File: config.mk
export PLATFORM = sky130hd
export DESIGN_NAME = alu_rs
export DESIGN_NICKNAME = d
export VERILOG_FILES = /design/src/rtl/alu_rs.sv
export SDC_FILE = /design/constraint.sdc
export NUM_CORES = 1
export LEC_CHECK = 0
export ABC_AREA = 1
export BUFFER_PORTS_ARGS = -buffer_cell sky130_fd_sc_hd__buf_2
export CAP_MARGIN = 20
export CORE_MARGIN = 5
export CORE_UTILIZATION = 35
export CTS_BUF_LIST = sky130_fd_sc_hd__clkbuf_8
export CTS_CLUSTER_DIAMETER = 40
export DETAILED_ROUTE_END_ITERATION = 12
export GPL_TIMING_DRIVEN = 1
export PLACE_DENSITY = 0.53
export REMOVE_ABC_BUFFERS = 1
export SETUP_SLACK_MARGIN = 0.1
export SLEW_MARGIN = 10
export SYNTH_ARGS = -nofsm -noshare
export SYNTH_HDL_FRONTEND = slang
export SYNTH_SLANG_ARGS = --single-unit
File: constraint.sdc
create_clock -name clk -period 7.2 [get_ports clk]
set_input_delay 0.36 -clock clk [delete_from_list [all_inputs] [get_ports clk]]
set_output_delay 0.36 -clock clk [all_outputs]
set_load 0.005 [all_outputs]
File: src/rtl/alu_rs.sv
// alu_rs: ALU reservation station buffering dispatched ops, snooping the CDB for
// pending source tags and issuing one operand-complete op per cycle to the ALU.
module alu_rs #(
    parameter int DEPTH = 4,
    parameter int OP_W = 5,
    parameter int LOCK_W = 4,
    parameter int ROB_ENT_W = 3,
    parameter logic [LOCK_W-1:0] NO_LOCK = 4'b1000,
    parameter int DATA_W = 32,
    localparam int BUS_W = OP_W + 3*LOCK_W + 2*DATA_W
) (
    input  logic              clk,
    input  logic              rst,
    input  logic              flush,
    input  logic              dec_write,
    input  logic [BUS_W-1:0]  dec_bus,
    output logic              dec_stall,
    input  logic              cdb_valid,
    input  logic [LOCK_W-1:0] cdb_tag,
    input  logic [DATA_W-1:0] cdb_data,
    output logic              ex_valid,
    input  logic              ex_ready,
    output logic [OP_W-1:0]   ex_op,
    output logic [DATA_W-1:0] ex_a,
    output logic [DATA_W-1:0] ex_b,
    output logic [LOCK_W-1:0] ex_tag
);
    localparam int IDX_W = $clog2(DEPTH);

    if (DEPTH < 2 || DEPTH > 16 || ROB_ENT_W >= LOCK_W) begin : g_bad_params
        $error("alu_rs: unsupported parameter combination");
    end

    logic [DEPTH-1:0]  r_valid;
    logic [OP_W-1:0]   r_op    [DEPTH];
    logic [LOCK_W-1:0] r_lock1 [DEPTH];
    logic [DATA_W-1:0] r_data1 [DEPTH];
    logic [LOCK_W-1:0] r_lock2 [DEPTH];
    logic [DATA_W-1:0] r_data2 [DEPTH];
    logic [LOCK_W-1:0] r_dest  [DEPTH];

    logic              r_ex_valid;
    logic [OP_W-1:0]   r_ex_op;
    logic [DATA_W-1:0] r_ex_a;
    logic [DATA_W-1:0] r_ex_b;
    logic [LOCK_W-1:0] r_ex_tag;

    logic [OP_W-1:0]   w_d_op;
    logic [LOCK_W-1:0] w_d_l1;
    logic [DATA_W-1:0] w_d_d1;
    logic [LOCK_W-1:0] w_d_l2;
    logic [DATA_W-1:0] w_d_d2;
    logic [LOCK_W-1:0] w_d_dest;

    logic              w_cdb_hit;
    logic              w_full;
    logic              w_issue_en;
    logic              w_accept;
    logic [DEPTH-1:0]  w_ready;
    logic [DEPTH-1:0]  w_hit1;
    logic [DEPTH-1:0]  w_hit2;
    logic              w_any_rdy;
    logic [IDX_W-1:0]  w_rdy_idx;
    logic [IDX_W-1:0]  w_free_idx;

    assign {w_d_op, w_d_l1, w_d_d1, w_d_l2, w_d_d2, w_d_dest} = dec_bus;

    // a NO_LOCK broadcast must never wake anything, so it is masked once here
    assign w_cdb_hit  = cdb_valid && (cdb_tag != NO_LOCK);
    assign w_full     = &r_valid;
    assign w_issue_en = !r_ex_valid || ex_ready;
    assign w_accept   = dec_write && !w_full;

    for (genvar e = 0; e < DEPTH; e++) begin : g_ent
        assign w_ready[e] = r_valid[e] && (r_lock1[e] == NO_LOCK) && (r_lock2[e] == NO_LOCK);
        assign w_hit1[e]  = r_valid[e] && w_cdb_hit && (r_lock1[e] == cdb_tag);
        assign w_hit2[e]  = r_valid[e] && w_cdb_hit && (r_lock2[e] == cdb_tag);
    end

    always_comb begin
        w_any_rdy  = 1'b0;
        w_rdy_idx  = '0;
        w_free_idx = '0;
        for (int i = DEPTH - 1; i >= 0; i--) begin
            if (w_ready[i]) begin
                w_any_rdy = 1'b1;
                w_rdy_idx = IDX_W'(i);
            end
            if (!r_valid[i]) w_free_idx = IDX_W'(i);
        end
    end

    always_ff @(posedge clk) begin
        if (rst || flush) begin
            r_valid    <= '0;
            r_ex_valid <= 1'b0;
            r_ex_op    <= '0;
            r_ex_a     <= '0;
            r_ex_b     <= '0;
            r_ex_tag   <= '0;
        end else begin
            for (int i = 0; i < DEPTH; i++) begin
                if (w_hit1[i]) begin
                    r_lock1[i] <= NO_LOCK;
                    r_data1[i] <= cdb_data;
                end
                if (w_hit2[i]) begin
                    r_lock2[i] <= NO_LOCK;
                    r_data2[i] <= cdb_data;
                end
            end
            if (w_issue_en) begin
                r_ex_valid <= w_any_rdy;
                if (w_any_rdy) begin
                    r_ex_op              <= r_op[w_rdy_idx];
                    r_ex_a               <= r_data1[w_rdy_idx];
                    r_ex_b               <= r_data2[w_rdy_idx];
                    r_ex_tag             <= r_dest[w_rdy_idx];
                    r_valid[w_rdy_idx]   <= 1'b0;
                end
            end
            // the free slot is never the issuing slot, so both writes can land together
            if (w_accept) begin
                r_valid[w_free_idx] <= 1'b1;
                r_op[w_free_idx]    <= w_d_op;
                r_dest[w_free_idx]  <= w_d_dest;
                r_lock1[w_free_idx] <= (w_cdb_hit && w_d_l1 == cdb_tag) ? NO_LOCK : w_d_l1;
                r_data1[w_free_idx] <= (w_cdb_hit && w_d_l1 == cdb_tag) ? cdb_data : w_d_d1;
                r_lock2[w_free_idx] <= (w_cdb_hit && w_d_l2 == cdb_tag) ? NO_LOCK : w_d_l2;
                r_data2[w_free_idx] <= (w_cdb_hit && w_d_l2 == cdb_tag) ? cdb_data : w_d_d2;
            end
        end
    end

    assign dec_stall = w_full;
    assign ex_valid  = r_ex_valid;
    assign ex_op     = r_ex_op;
    assign ex_a      = r_ex_a;
    assign ex_b      = r_ex_b;
    assign ex_tag    = r_ex_tag;
endmodule

Word level (Yosys, flattened, before mapping)

Memory sizes are Yosys's and may differ from the RTL's. A register that Yosys moved wholly into a read port is not among the register bits.
Cells that the tools add are included.

Memory bits (writable): 324
Register bits after elaboration: 5
Output and inout bits: 75
Memories: 6

Mux-type cells: 51
Equality and inequality tests: 19
Bitwise gates (word level): 3
Magnitude comparators: 4
Reductions and logical operators: 32

Memory list:

| memory  | depth | width | rd ports | clocked after Yosys merged registers in | write ports | RTL line | source |
|---|---|---|---|---|---|---|---|
| r_data1 | 4     | 32    | 1        | 1                                       | 5           | 37       | `logic [DATA_W-1:0] r_data1 [DEPTH];` |
| r_data2 | 4     | 32    | 1        | 1                                       | 5           | 39       | `logic [DATA_W-1:0] r_data2 [DEPTH];` |
| r_op    | 4     | 5     | 1        | 1                                       | 1           | 35       | `logic [OP_W-1:0] r_op [DEPTH];` |
| r_dest  | 4     | 4     | 1        | 1                                       | 1           | 40       | `logic [LOCK_W-1:0] r_dest [DEPTH];` |
| r_lock1 | 4     | 4     | 4        | 0                                       | 5           | 36       | `logic [LOCK_W-1:0] r_lock1 [DEPTH];` |
| r_lock2 | 4     | 4     | 4        | 0                                       | 5           | 38       | `logic [LOCK_W-1:0] r_lock2 [DEPTH];` |

Operators by type and width:

| kind               | count |
|---|---|
| $mux 32            | 2 |
| $eq 4x4->1         | 10 |
| $mux 1             | 33 |
| $eq 4x4->1 const B | 8 |
| $logic_and 1x1->1  | 26 |
| $mux 4             | 6 |
| $mux 2             | 8 |
| $lt 2x3->1 const B | 2 |
| $and 4x4->4        | 1 |
| $demux 1 s2        | 2 |
| $ge 2x1->1 const B | 2 |
| $ne 4x4->1 const B | 1 |
| $not 4->4          | 1 |
| $or 4x4->4         | 1 |
| $reduce_and 4->1   | 1 |
| $logic_not 1->1    | 2 |
| $logic_or 1x1->1   | 2 |
| $reduce_and 2->1   | 1 |

Logic depth before layout (Yosys ltp)

Gate-level depths: netlist of the first run.

Word-level depth: 18
Gate-level depth with buffers: 12

Worst setup path after synthesis of the first run

Ideal clock, no wire load.

Kind: in2reg
Start point: input cdb_tag[1]
End point: memory r_data1[0][0], enable pin
Arrival time: 4726 ps
Setup time: 530 ps
Data required time: 6670 ps
Cell stages on the path: 5
Slack: 1944 ps
Cells stage by stage: buf_4 -> inv_2 -> clkbuf_1 -> o211ai_1 -> o41ai_1

RTL lines:

| item        | RTL line | source |
|---|---|---|
| from (decl) | 19       | `input logic [LOCK_W-1:0] cdb_tag,` |
| to (decl)   | 37       |  |

==> results of run 1 <==
[report_power, final]
part | total, mW | internal, mW | switching [mW] | leakage (nW)
clock | 2.35 | 1.32 | 1.03 | 0.926
sequential | 2.54 | 2.53 | 0.00670 | 3.61
combinational | 0.269 | 0.0834 | 0.185 | 4.85
[final timing paths]
kind              depth (start not counted)  slack, ns          start              to
setup / recovery                          8       3.82          flush  r_data2[1][16]
hold / removal                            3       0.06   cdb_data[26]  r_data1[0][26]
setup reg to reg                         10       3.91  r_lock1[1][1]         ex_b[0]
hold reg to reg                           2       0.51       ex_op[1]        ex_op[1]
[layer usage]
layer,GRT usage [%],wire length [um]
met5,0,34
met4,6.89,1580
met3,3.27,3810
met2,34.1,29900
met1,27.2,26800
[metrics by stage]
stage / power (mW) / area (um^2) / worst slack, ns / hold WS, ns
after floorplan: 2.72 / 18300 / -1.16 / 0.459
after global placement: 2.85 / 20500 / 3.12 / 0.497
after detailed placement: 2.85 / 20600 / 3.09 / 0.493
after CTS: 5.20 / 22300 / 3.47 / 0.0225
after global routing: 5.34 / 22300 / 3.59 / 0.0673
final: 5.15 / 22300 / 3.82 / 0.0613
[layout by cell type (no fill, tap or decap), types with 4 or more instances in the layout]
master,n
o21ai_1,82
xnor2_1,14
nand2_1,455
nor2_1,151
dfxtp_1,78
inv_1,167
edfxtp_1,324
o22ai_1,4
o21ai_0,268
buf_4,26
clkinvlp_4,4
xor2_1,5
buf_2,197
clkinv_2,6
o2111ai_1,4
clkinv_1,5
a21oi_1,51
dlygate4sd3_1,9
nand3_1,337
o211ai_1,4
bufinv_16,5
o31ai_4,6
inv_2,4
nor2_4,6
clkbuf_8,89
[registers in the layout, summed over array words and instances, names as in the netlist]
register  cells
r_data1     128
r_data2     128
ex_a         32
ex_b         32
r_op         20
r_dest       16
r_lock1      16
r_lock2      16
ex_op         5
ex_tag        4
r_valid       4
ex_valid      1
[area by class of cell]
type | count | area (um^2)
Inverter | 146 | 556
Sequential cell | 402 | 11300
Multi-Input combinational cell | 1410 | 6640
Clock buffer | 89 | 1220
Fill cell | 5376 | 31500
Tap cell | 696 | 871
Timing Repair Buffer | 236 | 1340
Clock inverter | 54 | 397
Antenna cell | 1 | 2.50
[worst max-delay path: stages]
cell	delay, ns
buf_2	0.11
nor2_4	0.11
buf_4	0.79
nand3b_1	0.17
nor3_2	0.85
inv_4	0.33
o31ai_4	0.38
buf_4	0.49
[logic make-up (layout without fill, tap and decap cells)]
| family | after synthesis | after routing | synth area share (%) |
|---|---|---|---|
| simple gates | 965 | 965 | 21.6 |
| compound gates | 426 | 426 | 11.5 |
| flops | 402 | 402 | 59.4 |
| buf+inv | 294 | 525 | 6.64 |
| xor+xnor | 19 | 19 | 0.875 |
| other cells | 0 | 1 | 0 |
[timing repair]
item | CTS | global route
resized for setup | 0 | 0
hold buffers | 9 | 0
setup buffers | 0 | 0
hold endpoints to repair | 36 | 0
==> out/metrics.yaml, run 1 <==
synth:
  synth_common_cells: "nand2_1 (458), nand3_1 (337), edfxtp_1 (324)"
  synth_top_area_cell: "edfxtp_1"
  synth_edf_count: 324
  async_flop_share_pct: 0
  synth_area_um2: 19000
  yosys_warnings: 0
  synthTopCellsByArea: "edfxtp_1 (51%), nand2_1 (9.0%), nand3_1 (8.9%)"
  synthDistinctLibCells: 35
  seq_area_frac_synth_pct: 59.4
  syn_inst: 2106
  synth_flop_cell: "edfxtp_1"
  synth-seq-cells: 402
  syn-mean-instance-area_um2: 9.03
  synthMostInstantiatedCell: "nand2_1"
  synth.top_cell.area_share_pct: 51.1
power_and_ir_drop:
  p_leak_nw: 9.38
  peakVddDrop_uv: 114
  power.density_nw_per_um2: 231
die:
  die-area_um2: 59100
  pin_count: 198
  initial_utilization_pct: 35.3
  num_rows: 85
  fp.dieW_um: 243
  core_area_um2: 53800
  fp.dieH_um: 243
sta:
  slew_violations: 0
  grt_setup_unrepaired: "no"
  slew_headroom_pct: 25.5
  tightest_slew_ns: 1.12
  timing.setup.tns_ns: 0
  hold_viol_final: 0
  fin_crit_sh_pct: 47.0
  fmax_ghz: 0.296
  clock_skew_ns: 0.0478
  post-route-min-period_ns: 3.38
  final-setup-viol-count: 0
cts:
  cts_buffers: 77
  cts_tree: "done"
  htree_levels: 3
  clk_pin_slew_ns: 0.07
  insertion_delay_ns: 0.67
  cts_max_path_buffers: 3
  clock_sinks: 402
  root_buffer: "clkbuf_8"
setup_path:
  worstPathMaxFanout: 84
  worstSetupPathType: "in2reg"
  start_kind: "input pin"
  worstPathArrival_ns: 3.67
  required_ns: 7.49
  end_kind: "flip-flop"
detailed_routing:
  routed_wl_um: 62200
  via_count: 16062
  first_iter_violations: 1299
  drt-pass1-iter-count: 6
  vias_per_cell: 5.29
  antenna_left: 0
  drc: 0
  routedWlPerCell_um: 20.5
global_routing:
  grt_pass1_wl_um: 94000
  grt_pass1_vias: 15636
  track_usage_pct: 20.4
  antenna_found_initial: 4
  grt_overflow: 0
  grt_start_max_net_pins: 106
cells_and_area:
  layout.cells.non_filler: 3034
  area_delta_synth_final_pct: 17.3
  fin_util_pct: 41.5
  nets: 2396
  layout-drive-gt1-share_pct: 15.8
flow_run:
  cap_violations: 0
worst_hold_path:
  hold_path.class: "in2reg"
place:
  gp_congestion: 0.839
  place_inst: 2879
  port_buffers: 197
  dp.final_hpwl_um: 37600
outcome:
  outcome: "completed"
Note: power is estimated with default switching activity, not from simulation.
==> run 2: changes to the inputs <==
--- a/config.mk
+++ b/config.mk
@@ -14,7 +14,7 @@
 export CTS_CLUSTER_DIAMETER = 40
 export DETAILED_ROUTE_END_ITERATION = 12
 export GPL_TIMING_DRIVEN = 1
-export PLACE_DENSITY = 0.53
+export PLACE_DENSITY = 0.55
 export REMOVE_ABC_BUFFERS = 1
 export SETUP_SLACK_MARGIN = 0.1
 export SLEW_MARGIN = 10
==> constraint.sdc (replaced) <==
create_clock -name clk -period 2.9 [get_ports clk]
set_input_delay 0.145 -clock clk [delete_from_list [all_inputs] [get_ports clk]]
set_output_delay 0.145 -clock clk [all_outputs]
set_load 0.005 [all_outputs]
==> run 2 against run 1 <==
Clock skew down 0.014 ns. Flip-flop and latch count stayed put. Sequential share of layout area down 1.5 points. Non-clock buffer count grew 73. Clock power up 130%. Clock-buffer cell count decreased by 11. First-iteration DRC count grew 3.2%. Cell count up 2.1%. Via count is 1.0% higher.
==> out/metrics.yaml, run 2 (synthesis gave the netlist of run 1 again) <==
sta:
  post-route-min-period_ns: 2.67
  hold_viol_final: 0  # unchanged
  final-setup-viol-count: 0  # unchanged
  grt_setup_unrepaired: "no"  # unchanged
  tightest_slew_ns: 1.02  # was 1.12 ns
  slew_headroom_pct: 31.8  # was 25.5%
  hold_ws_ns: 0.0350  # was 0.0613 ns
  slew_violations: 0  # unchanged
  timing.setup.tns_ns: 0  # unchanged
  clock_skew_ns: 0.0334  # was 0.0478 ns
  fmax_ghz: 0.375
  fin_crit_sh_pct: 92.0
cells_and_area:
  final_cell_mix: "nand2_1 (455), nand3_1 (337), edfxtp_1 (324), o21ai_0 (268), buf_2 (197)"  # unchanged
  reg_top3: "r_data1: 128 flops, r_data2: 128 flops"  # unchanged
  layout-drive-gt1-share_pct: 15.8  # about the same
  nets: 2464  # was 2396
  layout_commonest_cell: "nand2_1"  # unchanged
  fin_area_um2: 23000  # was 22300 um^2
  area_delta_synth_final_pct: 20.8  # was 17.3%
  fin_util_pct: 42.7  # was 41.5%
place:
  dp.final_hpwl_um: 38600  # was 37600 um
  port_buffers: 197  # unchanged
  gp_congestion: 0.834  # was 0.839
  placed_area_um2: 20900  # was 20600 um^2
setup_path:
  required_ns: 3.28  # was 7.49 ns
  worstPathArrival_ns: 3.05  # was 3.67 ns
  cp_common_cell: "dlygate4sd3_1"  # was buf_4
  worstPathMaxFanout: 58  # was 84
  r2r_cells: 7  # was 10
  regToRegSetupSlack_ns: 0.28  # was 3.91 ns
  r2r_end: "r_data1[2][23]"  # was ex_b[0]
  worstPathCellList: "dlygate4sd3_1 > buf_2 > nor2_4 > nand4_1 > nor2_1 > inv_4 > buf_4 > nand2_1 > o21ai_1 > dlygate4sd3_1"  # was buf_2 > nor2_4 > buf_4 > nand3b_1 > nor3_2 > inv_4 > o31ai_4 > buf_4
  crit_slowest_cell: "dlygate4sd3_1"  # was nor3_2
  cpPeakStageDelay_ns: 0.56  # was 0.85 ns
  worstSetupPathType: "in2reg"  # unchanged
  r2r-start: "r_valid[1]"  # was r_lock1[1][1]
  start_kind: "input pin"  # unchanged
  end_kind: "flip-flop"  # unchanged
  worstSetupEndpoint: "r_data1[2][23]"  # was r_data2[1][16]
  setup.worst_path.start: "flush"  # unchanged
global_routing:
  grt_start_max_net_pins: 93  # was 106
  grt_pass1_vias: 15741  # was 15636
  grt_pass1_wl_um: 95200  # was 94000 um
  antenna_found_initial: 2  # was 4
  grt_overflow: 0  # unchanged
  track_usage_pct: 20.8  # was 20.4%
cts:
  cts_setup_buffers: 0  # unchanged
  cts_tree: "done"  # unchanged
  clock_sinks: 402  # unchanged
  root_buffer: "clkbuf_8"  # unchanged
  clk_pin_slew_ns: 0.06  # was 0.07 ns
  htree_levels: 3  # unchanged
  insertion_delay_ns: 0.63  # was 0.67 ns
  cts_max_path_buffers: 3  # unchanged
  cts_buffers: 72  # was 77
  cts.repair.resized: 0  # unchanged
die:
  fp.dieH_um: 243  # unchanged
  fp.dieW_um: 243  # unchanged
  num_rows: 85  # unchanged
  core_area_um2: 53800  # unchanged
  initial_utilization_pct: 35.3  # unchanged
  pin_count: 198  # unchanged
  die-area_um2: 59100  # unchanged
power_and_ir_drop:
  power.density_nw_per_um2: 543  # was 231 nW/um^2
  total_power_mw: 12.5  # was 5.15 mW
  peakVddDrop_uv: 266  # was 114 uV
  p_leak_nw: 9.68  # was 9.38 nW
detailed_routing:
  vias_per_cell: 5.24  # was 5.29
  drt-pass1-iter-count: 8  # was 6
  routed_wl_um: 63000  # was 62200 um
  first_iter_violations: 1340  # was 1299
  antenna_left: 0  # unchanged
  via_count: 16222  # was 16062
  drc: 0  # unchanged
  routedWlPerCell_um: 20.4  # was 20.5 um
outcome:
  outcome: "completed"  # unchanged
flow_run:
  cap_violations: 0  # unchanged
worst_hold_path:
  hold_path.class: "in2reg"  # unchanged
[run 2: cell count changes in the layout (fill, tap and decap cells not counted), moves of 3 or more]
cell / delta
clkbuf_8: -11
inv_1: -3
dlygate4sd3_1: +49
buf_4: +13
clkinv_1: +5
buf_12: +13
[run 2: worst max-delay path, delay by kind of cell]
family                 cells  cell delay (ns)
buffers and inverters      5             1.89
and+or+nand+nor            4             0.91
AOI/OAI and AO/OA          1             0.06
[run 2: layout make-up]
type,instances,area (um^2)
Timing Repair Buffer,309,2160
Antenna cell,2,5.00
Sequential cell,402,11300
Clock inverter,54,394
Clock buffer,78,1070
Fill cell,5335,30800
Inverter,146,556
Multi-Input combinational cell,1410,6630
Tap cell,696,871
[run 2: worst min-delay path by stage]
stage,start,end,slack (ns),cells past startpoint
finish,dec_bus[36],r_lock2[2][0],0.03,3
global route,dec_bus[36],r_lock2[0][0],0.02,3
CTS,dec_bus[52],r_data1[0][12],0.0008,5
detailed placement,dec_bus[1],r_dest[0][1],0.37,1
global placement,dec_bus[1],r_dest[0][1],0.37,1
floorplan,dec_bus[0],r_dest[0][0],0.24,0
[run 2: layer usage]
metal  vias to the layer above  GRT usage (%)  share of wire, %
li1                       7749              -                 -
met1                      7698           26.8                42
met2                       649           35.1                48
met3                       126           3.56               6.9
met4                         0           7.71               3.2
met5                         -              0                 0
[run 2: where the power goes]
part / total, mW / internal, mW / leakage [nW] / switching, mW
sequential: 6.30 / 6.29 / 3.61 / 0.0166
clock: 5.44 / 3.03 / 0.835 / 2.41
combinational: 0.729 / 0.260 / 5.24 / 0.469
total: 12.5 / 9.58 / 9.68 / 2.89
[run 2: stage by stage]
step / setup slack (ns) / cells
after global placement: 0.365 / 2905
after global routing: 0.110 / 3096
final: 0.231 / 3097
after floorplan: -5.24 / 1958
after detailed placement: 0.227 / 2905
after CTS: 0.304 / 3095
[run 2: what timing repair did]
item	in CTS	in global routing
endpoints found under the hold margin	318	0
endpoints found under the setup margin	0	0
hold buffers	58	0
==> run 3: changes to the inputs <==
--- a/config.mk
+++ b/config.mk
@@ -8,15 +8,16 @@
 export ABC_AREA = 1
 export BUFFER_PORTS_ARGS = -buffer_cell sky130_fd_sc_hd__buf_2
 export CAP_MARGIN = 20
+export CELL_PAD_IN_SITES_DETAIL_PLACEMENT = 0
+export CELL_PAD_IN_SITES_GLOBAL_PLACEMENT = 1
 export CORE_MARGIN = 5
 export CORE_UTILIZATION = 35
 export CTS_BUF_LIST = sky130_fd_sc_hd__clkbuf_8
 export CTS_CLUSTER_DIAMETER = 40
 export DETAILED_ROUTE_END_ITERATION = 12
 export GPL_TIMING_DRIVEN = 1
-export PLACE_DENSITY = 0.55
+export PLACE_DENSITY = 0.68
 export REMOVE_ABC_BUFFERS = 1
-export SETUP_SLACK_MARGIN = 0.1
 export SLEW_MARGIN = 10
 export SYNTH_ARGS = -nofsm -noshare
 export SYNTH_HDL_FRONTEND = slang
==> run 3 against run 2 <==
Clock power increased by 6.6%. Critical endpoint is now r_data2[1][28]. Largest cell class unchanged. Combinational power up 2%. Setup slack better by 0.013 ns. Register-to-register slack worse by 0.04 ns. Largest power group unchanged. Via count fell by 0.13%. Clock-buffer cell count grew 12. Routed wire length decreased by 0.51%. Critical path depth decreased by 2.
==> out/metrics.yaml, run 3 (synthesis gave the netlist of run 1 again) <==
outcome:
  outcome: "completed"  # unchanged
detailed_routing:
  vias_per_cell: 5.18  # was 5.24
  routedWlPerCell_um: 20.0  # was 20.4 um
  first_iter_violations: 1195  # was 1340
  routed_wl_um: 62700  # was 63000 um
  wl_met2_um: 30400  # about the same
  via_count: 16201  # was 16222
  routed.top_layer: "met5"  # was met4
  antenna_left: 0  # unchanged
  drc: 0  # unchanged
  wl_met1_um: 26900  # was 26300 um
  wl_met3_um: 3830  # was 4320 um
  drt-pass1-iter-count: 5  # was 8
global_routing:
  grt_overflow: 0  # unchanged
  grt_pass1_vias: 16001  # was 15741
  grt_start_max_net_pins: 113  # was 93
  track_usage_pct: 20.6  # was 20.8%
  antenna_found_initial: 2  # unchanged
  grt_pass1_wl_um: 94400  # was 95200 um
cts:
  htree_levels: 3  # unchanged
  cts_setup_buffers: 0  # unchanged
  clk_pin_slew_ns: 0.06  # about the same
  cts_max_path_buffers: 3  # unchanged
  cts_tree: "done"  # unchanged
  root_buffer: "clkbuf_8"  # unchanged
  insertion_delay_ns: 0.65  # was 0.63 ns
  clock_sinks: 402  # unchanged
  cts_buffers: 78  # was 72
worst_hold_path:
  min_path_cells: 4  # was 3
  hold_path.class: "in2reg"  # unchanged
sta:
  hold_viol_final: 0  # unchanged
  tightest_slew_ns: 1.03  # was 1.02 ns
  clock_skew_ns: 0.0204  # was 0.0334 ns
  post-route-min-period_ns: 2.66  # was 2.67 ns
  timing.setup.tns_ns: 0  # unchanged
  fin_crit_sh_pct: 91.6  # was 92.0%
  fmax_ghz: 0.376  # was 0.375 GHz
  final-setup-viol-count: 0  # unchanged
  slew_headroom_pct: 31.4  # was 31.8%
  grt_setup_unrepaired: "no"  # unchanged
  slew_violations: 0  # unchanged
cells_and_area:
  layout_commonest_cell: "nand2_1"  # unchanged
  num-fill-cells: 5319  # was 5335
  nets: 2490  # was 2464
  reg_top3: "r_data1: 128 flops, r_data2: 128 flops"  # unchanged
  final_cell_mix: "nand2_1 (455), nand3_1 (337), edfxtp_1 (324), o21ai_0 (268), buf_2 (197)"  # unchanged
  layout-drive-gt1-share_pct: 16.4  # was 15.8%
  fin_util_pct: 43.2  # was 42.7%
  area_delta_synth_final_pct: 22.3  # was 20.8%
setup_path:
  r2r_cells: 8  # was 7
  crit_slowest_cell: "dlygate4sd3_1"  # unchanged
  crit_family: "buffers and inverters"  # unchanged
  cpPeakStageDelay_ns: 0.56  # about the same
  worstPathCellList: "inv_1 > nor3_1 > nand3b_1 > nor3_2 > inv_4 > buf_4 > o21ai_0 > dlygate4sd3_1"  # was dlygate4sd3_1 > buf_2 > nor2_4 > nand4_1 > nor2_1 > inv_4 > buf_4 > nand2_1 > o21ai_1 > dlygate4sd3_1
  end_kind: "flip-flop"  # unchanged
  required_ns: 3.29  # was 3.28 ns
  worstPathMaxFanout: 28  # was 58
  worstPathArrival_ns: 3.05  # about the same
  cp_num_cells: 8  # was 10
  start_kind: "flip-flop"  # was input pin
  path_buf_inv: 4  # was 5
  worstSetupPathType: "reg2reg"  # was in2reg
die:
  fp.dieH_um: 243  # unchanged
  die-area_um2: 59100  # unchanged
  num_rows: 85  # unchanged
  fp.dieW_um: 243  # unchanged
  core_area_um2: 53800  # unchanged
  pin_count: 198  # unchanged
  initial_utilization_pct: 35.3  # unchanged
power_and_ir_drop:
  combPwrFrac_pct: 5.8  # about the same
  power.share.sequential_pct: 49.0  # was 50.6%
  p_leak_nw: 9.81  # was 9.68 nW
  peakVddDrop_uv: 298  # was 266 uV
  internal-power_mw: 9.86  # was 9.58 mW
  swShare_pct: 23.3  # was 23.2%
  p_switching_mw: 3.00  # was 2.89 mW
  clockPowerShare_pct: 45.1  # was 43.6%
  power.density_nw_per_um2: 552  # was 543 nW/um^2
place:
  port_buffers: 197  # unchanged
  gp_congestion: 0.844  # was 0.834
  dp.final_hpwl_um: 39000  # was 38600 um
flow_run:
  cap_violations: 0  # unchanged
## run 3: power groups by stage
stage	sequential (mW)	combinational [mW]	clock, mW
after floorplan	6.43	0.335	0
after global placement	6.42	0.654	0
after detailed placement	6.42	0.667	0
after CTS	6.30	0.750	5.92
after global routing	6.31	0.833	6.19
final	6.30	0.747	5.80
## run 3: layout make-up
class | instances | area, um^2 | area share, %
flip-flops and latches | 402 | 11300 | 48.5
multi-input cells | 1410 | 6630 | 28.5
repair buffers | 329 | 2290 | 9.85
clock buffers | 90 | 1240 | 5.32
well taps | 696 | 871 | 3.74
inverters | 146 | 556 | 2.39
clock inverters | 55 | 385 | 1.66
diodes | 1 | 2.50 | 0.0108
## run 3: worst paths after layout
kind | from | endpoint | slack, ns
max | r_valid[2] | r_data2[1][28] | 0.24
min | flush | ex_valid | 0.05
max reg2reg | r_valid[2] | r_data2[1][28] | 0.24
min reg2reg | ex_b[31] | ex_b[31] | 0.51
## run 3: layer usage
layer / global-route usage [%] / vias up
met4: 7.03 / 2
met1: 26.7 / 7756
met3: 3.28 / 103
met5: 0 / -
met2: 35.1 / 538
li1: - / 7802
## run 3: worst register-to-register path, cell delays in order, from the launching register on
cell	delay [ns]
dfxtp_1	0.47
inv_1	0.14
nor3_1	0.39
nand3b_1	0.19
nor3_2	0.06
inv_4	0.11
buf_4	0.33
o21ai_0	0.16
dlygate4sd3_1	0.56
## run 3: through the flow
| step | std cells | cell area [um^2] | setup slack [ns] | power, mW | hold slack [ns] |
|---|---|---|---|---|---|
| global route | 3129 | 23300 | 0.0818 | 13.3 | 0.0372 |
| CTS | 3128 | 23300 | 0.0788 | 13.0 | 0.00205 |
| floorplan | 1958 | 18300 | -5.24 | 6.76 | 0.244 |
| finish | 3129 | 23300 | 0.244 | 12.9 | 0.0464 |
| global placement | 2909 | 20900 | 0.331 | 7.08 | 0.374 |
| detailed placement | 2909 | 20900 | 0.277 | 7.09 | 0.380 |
## run 3: what timing repair did
item                       4_1_cts  5_1_grt
hold endpoints to repair       325        0
hold buffers                    74        0
setup endpoints to repair        0        1
gates resized for setup          0        1
